==> src/rtl/challenge_expand.sv <==
// challenge_expand
//
// Purpose: derives the challenge lists used for signature assembly from the
// 256-bit challenge hash h_t. It reads the hash MSB-first with Picnic-style
// rejection sampling:
//   LC: 4 distinct round indices (0..7). Each is taken from a 3-bit chunk, and
//       duplicates are dropped.
//   LP: 4 party indices (0..15). Each is taken from a 4-bit chunk, and
//       duplicates are allowed.
// If the hash runs out of bits before both lists are full, expand_err is set.
// Any entries that were never filled read 0.
//
// Ports:
//   clk          system clock, rising edge
//   reset        asynchronous active-high reset
//   expand_start level request, sampled only in IDLE
//   h_t_i        challenge hash, must stay stable while busy
//   lc           {LC[0],LC[1],LC[2],LC[3]}, 5-bit zero-extended entries
//   lp           {LP[0],LP[1],LP[2],LP[3]}, 5-bit zero-extended entries
//   expand_busy  high in every state except IDLE
//   expand_end   completion flag, held until expand_start drops
//   expand_err   hash exhausted; valid while expand_end is high
//
// Configuration macro: CHAL_SORT_EN. When defined, a 6-cycle bubble network
// sorts LC ascending and carries each LP entry along with its LC partner.

module challenge_expand (
    input  logic         clk,
    input  logic         reset,
    input  logic         expand_start,
    input  logic [255:0] h_t_i,
    output logic [19:0]  lc,
    output logic [19:0]  lp,
    output logic         expand_busy,
    output logic         expand_end,
    output logic         expand_err
);

    localparam logic [2:0] ST_IDLE = 3'd0;
    localparam logic [2:0] ST_LC   = 3'd1;
    localparam logic [2:0] ST_LP   = 3'd2;
`ifdef CHAL_SORT_EN
    localparam logic [2:0] ST_SORT = 3'd3;
`endif
    localparam logic [2:0] ST_DONE = 3'd4;

    // Last pointer values that still leave a full chunk in the hash.
    localparam logic [8:0] LC_PTR_MAX = 9'd253;
    localparam logic [8:0] LP_PTR_MAX = 9'd252;

    logic [2:0] r_state, w_state_n;
    logic [8:0] r_ptr,   w_ptr_n;
    logic [2:0] r_cnt,   w_cnt_n;   // LC entries found, then LP index k
    logic       r_end,   w_end_n;
    logic       r_err,   w_err_n;
    logic [2:0] r_lc   [4];
    logic [2:0] w_lc_n [4];
    logic [3:0] r_lp   [4];
    logic [3:0] w_lp_n [4];

    logic [2:0] w_lc_chunk;
    logic [3:0] w_lp_chunk;
    logic       w_dup;

`ifdef CHAL_SORT_EN
    logic [2:0] r_step, w_step_n;
    logic [1:0] w_sa;
    logic [1:0] w_sb;
`endif

    // Chunk at bit pointer ptr, counted from the MSB. This is equivalent to
    // h_t_i[255-ptr -: W]. The value is meaningless once the pointer check
    // fails, but it is not used in that case.
    assign w_lc_chunk = 3'(h_t_i >> (LC_PTR_MAX - r_ptr));
    assign w_lp_chunk = 4'(h_t_i >> (LP_PTR_MAX - r_ptr));

    // Compare only against the LC entries collected so far.
    always_comb begin
        w_dup = 1'b0;
        for (int i = 0; i < 4; i++) begin
            if ((3'(i) < r_cnt) && (r_lc[i] == w_lc_chunk)) begin
                w_dup = 1'b1;
            end
        end
    end

`ifdef CHAL_SORT_EN
    // Network pairs (0,1),(1,2),(2,3),(0,1),(1,2),(0,1): lower index per step.
    always_comb begin
        case (r_step)
            3'd0:    w_sa = 2'd0;
            3'd1:    w_sa = 2'd1;
            3'd2:    w_sa = 2'd2;
            3'd3:    w_sa = 2'd0;
            3'd4:    w_sa = 2'd1;
            default: w_sa = 2'd0;
        endcase
        w_sb = w_sa + 2'd1;
    end
`endif

    always_comb begin
        w_state_n = r_state;
        w_ptr_n   = r_ptr;
        w_cnt_n   = r_cnt;
        w_end_n   = r_end;
        w_err_n   = r_err;
        w_lc_n    = r_lc;
        w_lp_n    = r_lp;
`ifdef CHAL_SORT_EN
        w_step_n  = r_step;
`endif

        unique case (r_state)
            ST_IDLE: begin
                if (expand_start && !r_end) begin
                    w_ptr_n   = '0;
                    w_cnt_n   = '0;
                    w_err_n   = 1'b0;
                    w_lc_n    = '{default: '0};
                    w_lp_n    = '{default: '0};
`ifdef CHAL_SORT_EN
                    w_step_n  = '0;
`endif
                    w_state_n = ST_LC;
                end else if (!expand_start) begin
                    w_end_n = 1'b0;
                end
            end

            ST_LC: begin
                if (r_ptr > LC_PTR_MAX) begin
                    w_err_n   = 1'b1;
                    w_state_n = ST_DONE;
                end else begin
                    w_ptr_n = r_ptr + 9'd3;
                    if (!w_dup) begin
                        w_lc_n[r_cnt[1:0]] = w_lc_chunk;
                        if (r_cnt == 3'd3) begin
                            // Counter is reused as the LP index.
                            w_cnt_n   = '0;
                            w_state_n = ST_LP;
                        end else begin
                            w_cnt_n = r_cnt + 3'd1;
                        end
                    end
                end
            end

            ST_LP: begin
                if (r_ptr > LP_PTR_MAX) begin
                    w_err_n   = 1'b1;
                    w_state_n = ST_DONE;
                end else begin
                    w_ptr_n            = r_ptr + 9'd4;
                    w_lp_n[r_cnt[1:0]] = w_lp_chunk;
                    w_cnt_n            = r_cnt + 3'd1;
                    if (r_cnt == 3'd3) begin
`ifdef CHAL_SORT_EN
                        w_state_n = ST_SORT;
`else
                        w_state_n = ST_DONE;
`endif
                    end
                end
            end

`ifdef CHAL_SORT_EN
            ST_SORT: begin
                if (r_lc[w_sa] > r_lc[w_sb]) begin
                    w_lc_n[w_sa] = r_lc[w_sb];
                    w_lc_n[w_sb] = r_lc[w_sa];
                    w_lp_n[w_sa] = r_lp[w_sb];
                    w_lp_n[w_sb] = r_lp[w_sa];
                end
                w_step_n = r_step + 3'd1;
                if (r_step == 3'd5) begin
                    w_state_n = ST_DONE;
                end
            end
`endif

            ST_DONE: begin
                w_end_n   = 1'b1;
                w_state_n = ST_IDLE;
            end

            default: begin
                w_state_n = ST_IDLE;
            end
        endcase
    end

    always_ff @(posedge clk or posedge reset) begin
        if (reset) begin
            r_state <= ST_IDLE;
            r_ptr   <= '0;
            r_cnt   <= '0;
            r_end   <= 1'b0;
            r_err   <= 1'b0;
            r_lc    <= '{default: '0};
            r_lp    <= '{default: '0};
`ifdef CHAL_SORT_EN
            r_step  <= '0;
`endif
        end else begin
            r_state <= w_state_n;
            r_ptr   <= w_ptr_n;
            r_cnt   <= w_cnt_n;
            r_end   <= w_end_n;
            r_err   <= w_err_n;
            r_lc    <= w_lc_n;
            r_lp    <= w_lp_n;
`ifdef CHAL_SORT_EN
            r_step  <= w_step_n;
`endif
        end
    end

    assign lc = {2'b00, r_lc[0], 2'b00, r_lc[1], 2'b00, r_lc[2], 2'b00, r_lc[3]};
    assign lp = {1'b0, r_lp[0], 1'b0, r_lp[1], 1'b0, r_lp[2], 1'b0, r_lp[3]};

    assign expand_busy = (r_state != ST_IDLE);
    assign expand_end  = r_end;
    assign expand_err  = r_err;

endmodule

==> config.mk <==
export PLATFORM = sky130hd
export DESIGN_NAME = challenge_expand
export DESIGN_NICKNAME = d
export VERILOG_FILES = /design/src/rtl/challenge_expand.sv
export SDC_FILE = /design/constraint.sdc
export NUM_CORES = 1
export LEC_CHECK = 0
export CORE_ASPECT_RATIO = 0.8
export CORE_MARGIN = 1.5
export CORE_UTILIZATION = 50
export DETAILED_ROUTE_END_ITERATION = 6
export PLACE_DENSITY = 0.77
export SYNTH_ARGS = -nofsm -noshare
export SYNTH_HDL_FRONTEND = slang
export SYNTH_SLANG_ARGS = --single-unit
==> constraint.sdc <==
create_clock -name clk -period 16.44 [get_ports clk]
set_clock_uncertainty 0.05 [all_clocks]
set_input_delay 2.466 -clock clk [delete_from_list [all_inputs] [get_ports clk]]
set_output_delay 2.466 -clock clk [all_outputs]
set_load 0.05 [all_outputs]
# Yosys cells after proc, flatten, opt, wreduce, memory -nomap -nowiden
# Cells that the tools add are included.
# classes
addsub	5
multipliers	0
div_mod_pow	0
n_lt_le_gt_ge	8
eq_ne	19
shift	2
n_mux	41
bitwise	1
reduce_logical	20
# op_table
cell	n
256-bit by 9-bit right shift with 3-bit output	1
256-bit by 9-bit right shift with 4-bit output	1
12-bit 2-to-1 mux	3
3-bit 2-to-1 mux	12
16-bit 2-to-1 mux	2
16-bit case mux with 2 select lines	1
9-bit 2-to-1 mux	3
9-bit case mux with 3 select lines	1
12-bit case mux with 2 select lines	1
9-bit by 8-bit greater-than comparator with 1-bit output (second input constant)	2
3-bit case mux with 3 select lines	2
8-bit by 9-bit subtractor with 9-bit output (first input constant)	2
16-bit bitwise mux	1
2-bit inequality test (second input constant)	8
4-bit AND reduction	4
12-bit bitwise mux	1
3-bit == test	4
9-bit by 2-bit adder with 9-bit output (second input constant)	1
9-bit by 3-bit adder with 9-bit output (second input constant)	1
1-bit 2-to-1 mux	9
3-bit inequality test (second input constant)	3
4-bit demux with 2-bit select	1
3-bit demux with 2-bit select	1
3-bit by 2-bit == test with 1-bit output (second input constant)	2
18 further kinds	29
# totals
ff_bits	45
latch_bits	0
ramBits	0
mem_bits_ro	0
inputBits	259
output_inout_bits	43
wordCells	109
n_memories	0

# Depth between registers and ports, before layout
# depth
depth_word	11
depth_mapped	22
ltp_nobuf	13

# Worst setup path after synthesis
# OpenSTA, ideal clock, no wires.
# synth_path
kind	input port to flip-flop
startpoint	in h_t_i[6]
endpoint	reg r_lc, in the netlist lc[0]
setup_time_ns	0.090
arrival_ns	5.314
required_time_ns	16.300
path_slack_ns	10.986
stages	12
cell_sequence	mux2i_1 -> mux4_2 -> mux2_2 -> a22oi_1 -> o211ai_1 -> a2111o_1 -> xnor2_1 -> or4b_1 -> o32ai_2 -> nor2_2 -> buf_4 -> o221ai_1
# synth_via
elab_chain_cells	9
word_cells_on_any_way	19
classes_between	eq/ne (5); shift (1); mux (8); reduce/logical (5)
# synth_lines
element	line	rtl
start: declaration	31	input logic [255:0] h_t_i,
256-bit by 9-bit right shift with 3-bit output *	74	assign w_lc_chunk = 3'(h_t_i >> (LC_PTR_MAX - r_ptr));
3-bit == test	81	if ((3'(i) < r_cnt) && (r_lc[i] == w_lc_chunk)) begin
1-bit logical AND	81	
1-bit 2-to-1 mux (4 in series)	81	
2-bit inequality test (no source line)	-	
4-bit AND reduction (no source line)	-	
end signal: assignment	212	r_lc <= w_lc_n;
end: declaration	56	logic [2:0] r_lc [4];
# Mark *: on every way between the ends. The rest lies on a longest branch, timed or not. The select of a mux whose other input is x is not followed.
# A chain may end at the register's enable or synchronous reset.

# Final worst setup path
# layout_path
startpoint	reg r_ptr[1]
endpoint	reg r_lc, in the netlist lc[5]
# layout_via
elab_chain_cells	10
word_cells_on_any_way	22
classes_between	add/sub (1); order compare (1); eq/ne (6); shift (1); mux (8); reduce/logical (5)
# layout_lines
element	line	rtl
start: declaration	52	logic [8:0] r_ptr, w_ptr_n;
start signal: assignment	208	r_ptr <= w_ptr_n;
8-bit by 9-bit subtractor with 9-bit output	74	
256-bit by 9-bit right shift with 3-bit output	74	
3-bit == test	81	
1-bit logical AND	81	
1-bit 2-to-1 mux (4 in series)	81	
2-bit inequality test (no source line)	-	
4-bit AND reduction (no source line)	-	
# Several ways; a longest one is shown, not always the timed one. The select of a mux whose other input is x is not followed.

==> results.yml <==
outcome:
  status: "completed"
route:
  post_drt_wl_per_cell_um: 29.8
  ant_nets: 0
  drt-initial-drc-count: 2495
  routed_wl_um: 65200
  drc_errors: 0
  via_per_inst: 7.59
  num_vias: 16600
  dr.pass1.iters: 6
global_route:
  grt_antenna_before_repair: 8
  grt_start_max_net_pins: 149
  grt_pass1_vias: 15700
  overflow: 0
  grt_first_pass_wirelength_um: 98700
  grt_use_total_pct: 38.4
synth:
  ys.warnings.count: 0
  synth.area.top_cells: "mux4_2 (41%), mux2i_1 (15%), dfrtp_1 (6.9%), nand2_1 (3.6%), a21oi_1 (2.2%)"
  yosysMostFrequentCell: "mux4_2"
  synth_area_per_cell_um2: 10.2
  synth_top_area_share_pct: 40.8
  synth_flop_cell: "dfrtp_1"
  synthCells: 1603
  synth-seq-cells: 45
  synth_area_mm2: 0.0163
  yosysTopAreaCell: "mux4_2"
  synth_edf_count: 0
  synth_common_cells: "mux4_2 (296), mux2i_1 (249), nand2_1 (158), nor2_1 (95), a21oi_1 (72)"
  ys_seq_area_share_pct: 6.90
  ys_types: 84
  synthArstFlopShare_pct: 100
sta:
  setup-tns-final_ps: 0
  slew_viol_final: 0
  finalHoldViolCount: 0
  fin_crit_ps: 6600
  setup_viol: 0
  rsz0062_at_grt: "no"
  fmax_mhz: 152
  worst_pin_slew_ps: 1200
  finalCritPeriodShare_pct: 40.1
  slew_headroom_pct: 20.0
setup_path:
  cp_top_family: "buffers and inverters"
  end_kind: "flop"
  timing.rr.end: "lc[5]"
  crit_chain: "inv_2, buf_4, ha_4, buf_4, inv_1, o21ai_1, o32ai_1, nor3_1, a2111oi_4, xor2_1, o32ai_2, nor2_2, o221ai_1"
  slowest_stage: "o21ai_1"
  path_buf_inv: 4
  slowest_delay_ps: 750
  cp.depth: 13
  worstSetupPathType: "reg2reg"
  cp_common_cell: "buf_4"
  crit_fanout: 56
  crit_end: "lc[5]"
  cp-start-kind: "flop"
  r2r_start: "r_ptr[1]"
  startpoint: "r_ptr[1]"
  arrival_ps: 6680
  r2r_cells: 13
  rrSetupSlack_ps: 9840
  worstPathRequired_ps: 16520
clock_tree:
  holdBufCountCts: 0
  cts_tree: "yes"
  postCtsResizedCells: 0
  clk_latency_ps: 290
  cts.sinks: 45
  cts_inserted_buffers: 5
  cts_setup_buffers: 0
  cts_max_level: 2
  clkTransAtPathRegs_ps: 70
  cts-root-buf: "clkbuf_16"
  cts_buffer_depth: 2
finish:
  drive_gt1_share_pct: 22.3
  areaGrowthSynthToFinish_pct: 17.8
  fillCellCount: 2696
  seq_area_mm2: 0.00113
  fin_area_mm2: 0.0192
  post-route-util_pct: 60.5
  fin_nets: 2025
  fin_cells: 2186
  multiInputGateArea_mm2: 0.0142
flow_run:
  cap_violations: 0
floorplan:
  chipHeight_um: 165
  start_util_pct: 51.3
  ios: 302
  core_mm2: 0.0318
  fp-row-count: 58
  die_area_mm2: 0.0337
  die_width_um: 205
placement:
  dpl_cell_area_mm2: 0.0191
  dp.cells: 2169
  gp_congestion: 1.03
  dp_hpwl_um: 48600
  io_buffers: 289
power_and_ir_drop:
  p_leak_uw: 0.00700
  vdd_drop_max_uv: 145
  power_density_mw_per_mm2: 205
min_path:
  worstHoldStart: "lp[13]"
  hold_class: "reg2reg"
-- layer usage --
layer / vias to the layer above / routed length (um) / track usage [%]
li1: 6874 / - / -
met1: 8131 / 25400 / 55.6
met2: 1447 / 27700 / 54.4
met3: 139 / 10700 / 14.4
met4: 4 / 1440 / 8.20
met5: - / 23 / 0.298
-- cells in the final DEF, fill, tap and decap left out, types with 11 or more instances in the layout --
cell type | synthesis | final
nor3_1 | 36 | 35
a2111oi_0 | 12 | 12
and3_1 | 26 | 26
a21oi_1 | 72 | 72
clkdlybuf4s50_1 | 0 | 289
a211oi_1 | 39 | 39
and2_1 | 13 | 13
inv_1 | 17 | 16
nor2_1 | 95 | 95
o21ai_0 | 55 | 55
nand3_1 | 22 | 22
mux2_2 | 17 | 17
nand2b_1 | 13 | 13
dfrtp_1 | 45 | 43
o2111ai_1 | 11 | 11
nor2b_1 | 14 | 14
o211ai_1 | 12 | 12
conb_1 | 1 | 12
nand4_1 | 13 | 13
mux4_2 | 296 | 296
nand2_1 | 158 | 158
o22ai_1 | 14 | 14
a31oi_1 | 17 | 17
mux2i_1 | 249 | 249
buf_4 | 45 | 28
-- power breakdown --
| part | leakage (uW) | switching, uW | internal, uW |
|---|---|---|---|
| clock network | 0.0000769 | 45.8 | 60.6 |
| logic | 0.00632 | 1980 | 1630 |
| registers | 0.000604 | 88.7 | 146 |
| total | 0.00700 | 2110 | 1840 |
-- cell families (layout without fill, tap and decap cells) --
| family | count (synthesis) | count (layout) | synth area share [%] |
|---|---|---|---|
| other | 1 | 21 | 0.0230 |
| AO/OA/AOI/OAI | 332 | 332 | 14.3 |
| XOR/XNOR | 24 | 24 | 1.50 |
| flip-flops | 45 | 45 | 6.90 |
| multiplexers | 562 | 562 | 57.3 |
| adder cells (fa/ha/maj) | 10 | 10 | 0.767 |
| AND/OR/NAND/NOR | 426 | 426 | 12.3 |
| buffers and inverters | 203 | 346 | 6.96 |
-- flip-flops by register name, indices dropped and copies added (netlist names) --
signal / count
expand_end: 1
expand_err: 1
lc: 12
lp: 16
r_cnt: 3
r_ptr: 9
r_state: 3
-- metrics by stage --
step	hold slack (ps)	worst slack [ps]	power (uW)
after floorplan	526	10990	2940
after global placement	417	9790	3700
after detailed placement	416	9760	3740
after CTS	431	10010	3860
after global routing	468	9580	4160
final	423	9840	3950
-- worst min-delay path: stages (launching register included) --
cell,delay (ps)
dfrtp_1,340
nand2_1,50
o31ai_1,50
-- cell type report --
type                            instances  area share (%)
Clock buffer                            6           0.722
Sequential cell                        45            5.89
Multi-Input combinational cell       1366            73.8
Inverter                               20           0.390
Antenna cell                            9           0.117
Clock inverter                          2          0.0716
Tap cell                              420            2.73
Timing Repair Buffer                  318            16.2
-- worst min-delay path by stage --
stage,to,depth (start not counted)
3_3_place_gp,lp[3],2
6_report,lp[13],2
5_1_grt,lp[0],2
4_1_cts,lp[13],2
3_5_place_dp,lp[13],2
2_1_floorplan,r_cnt[1],2
Power figures use the tool's default switching activity.
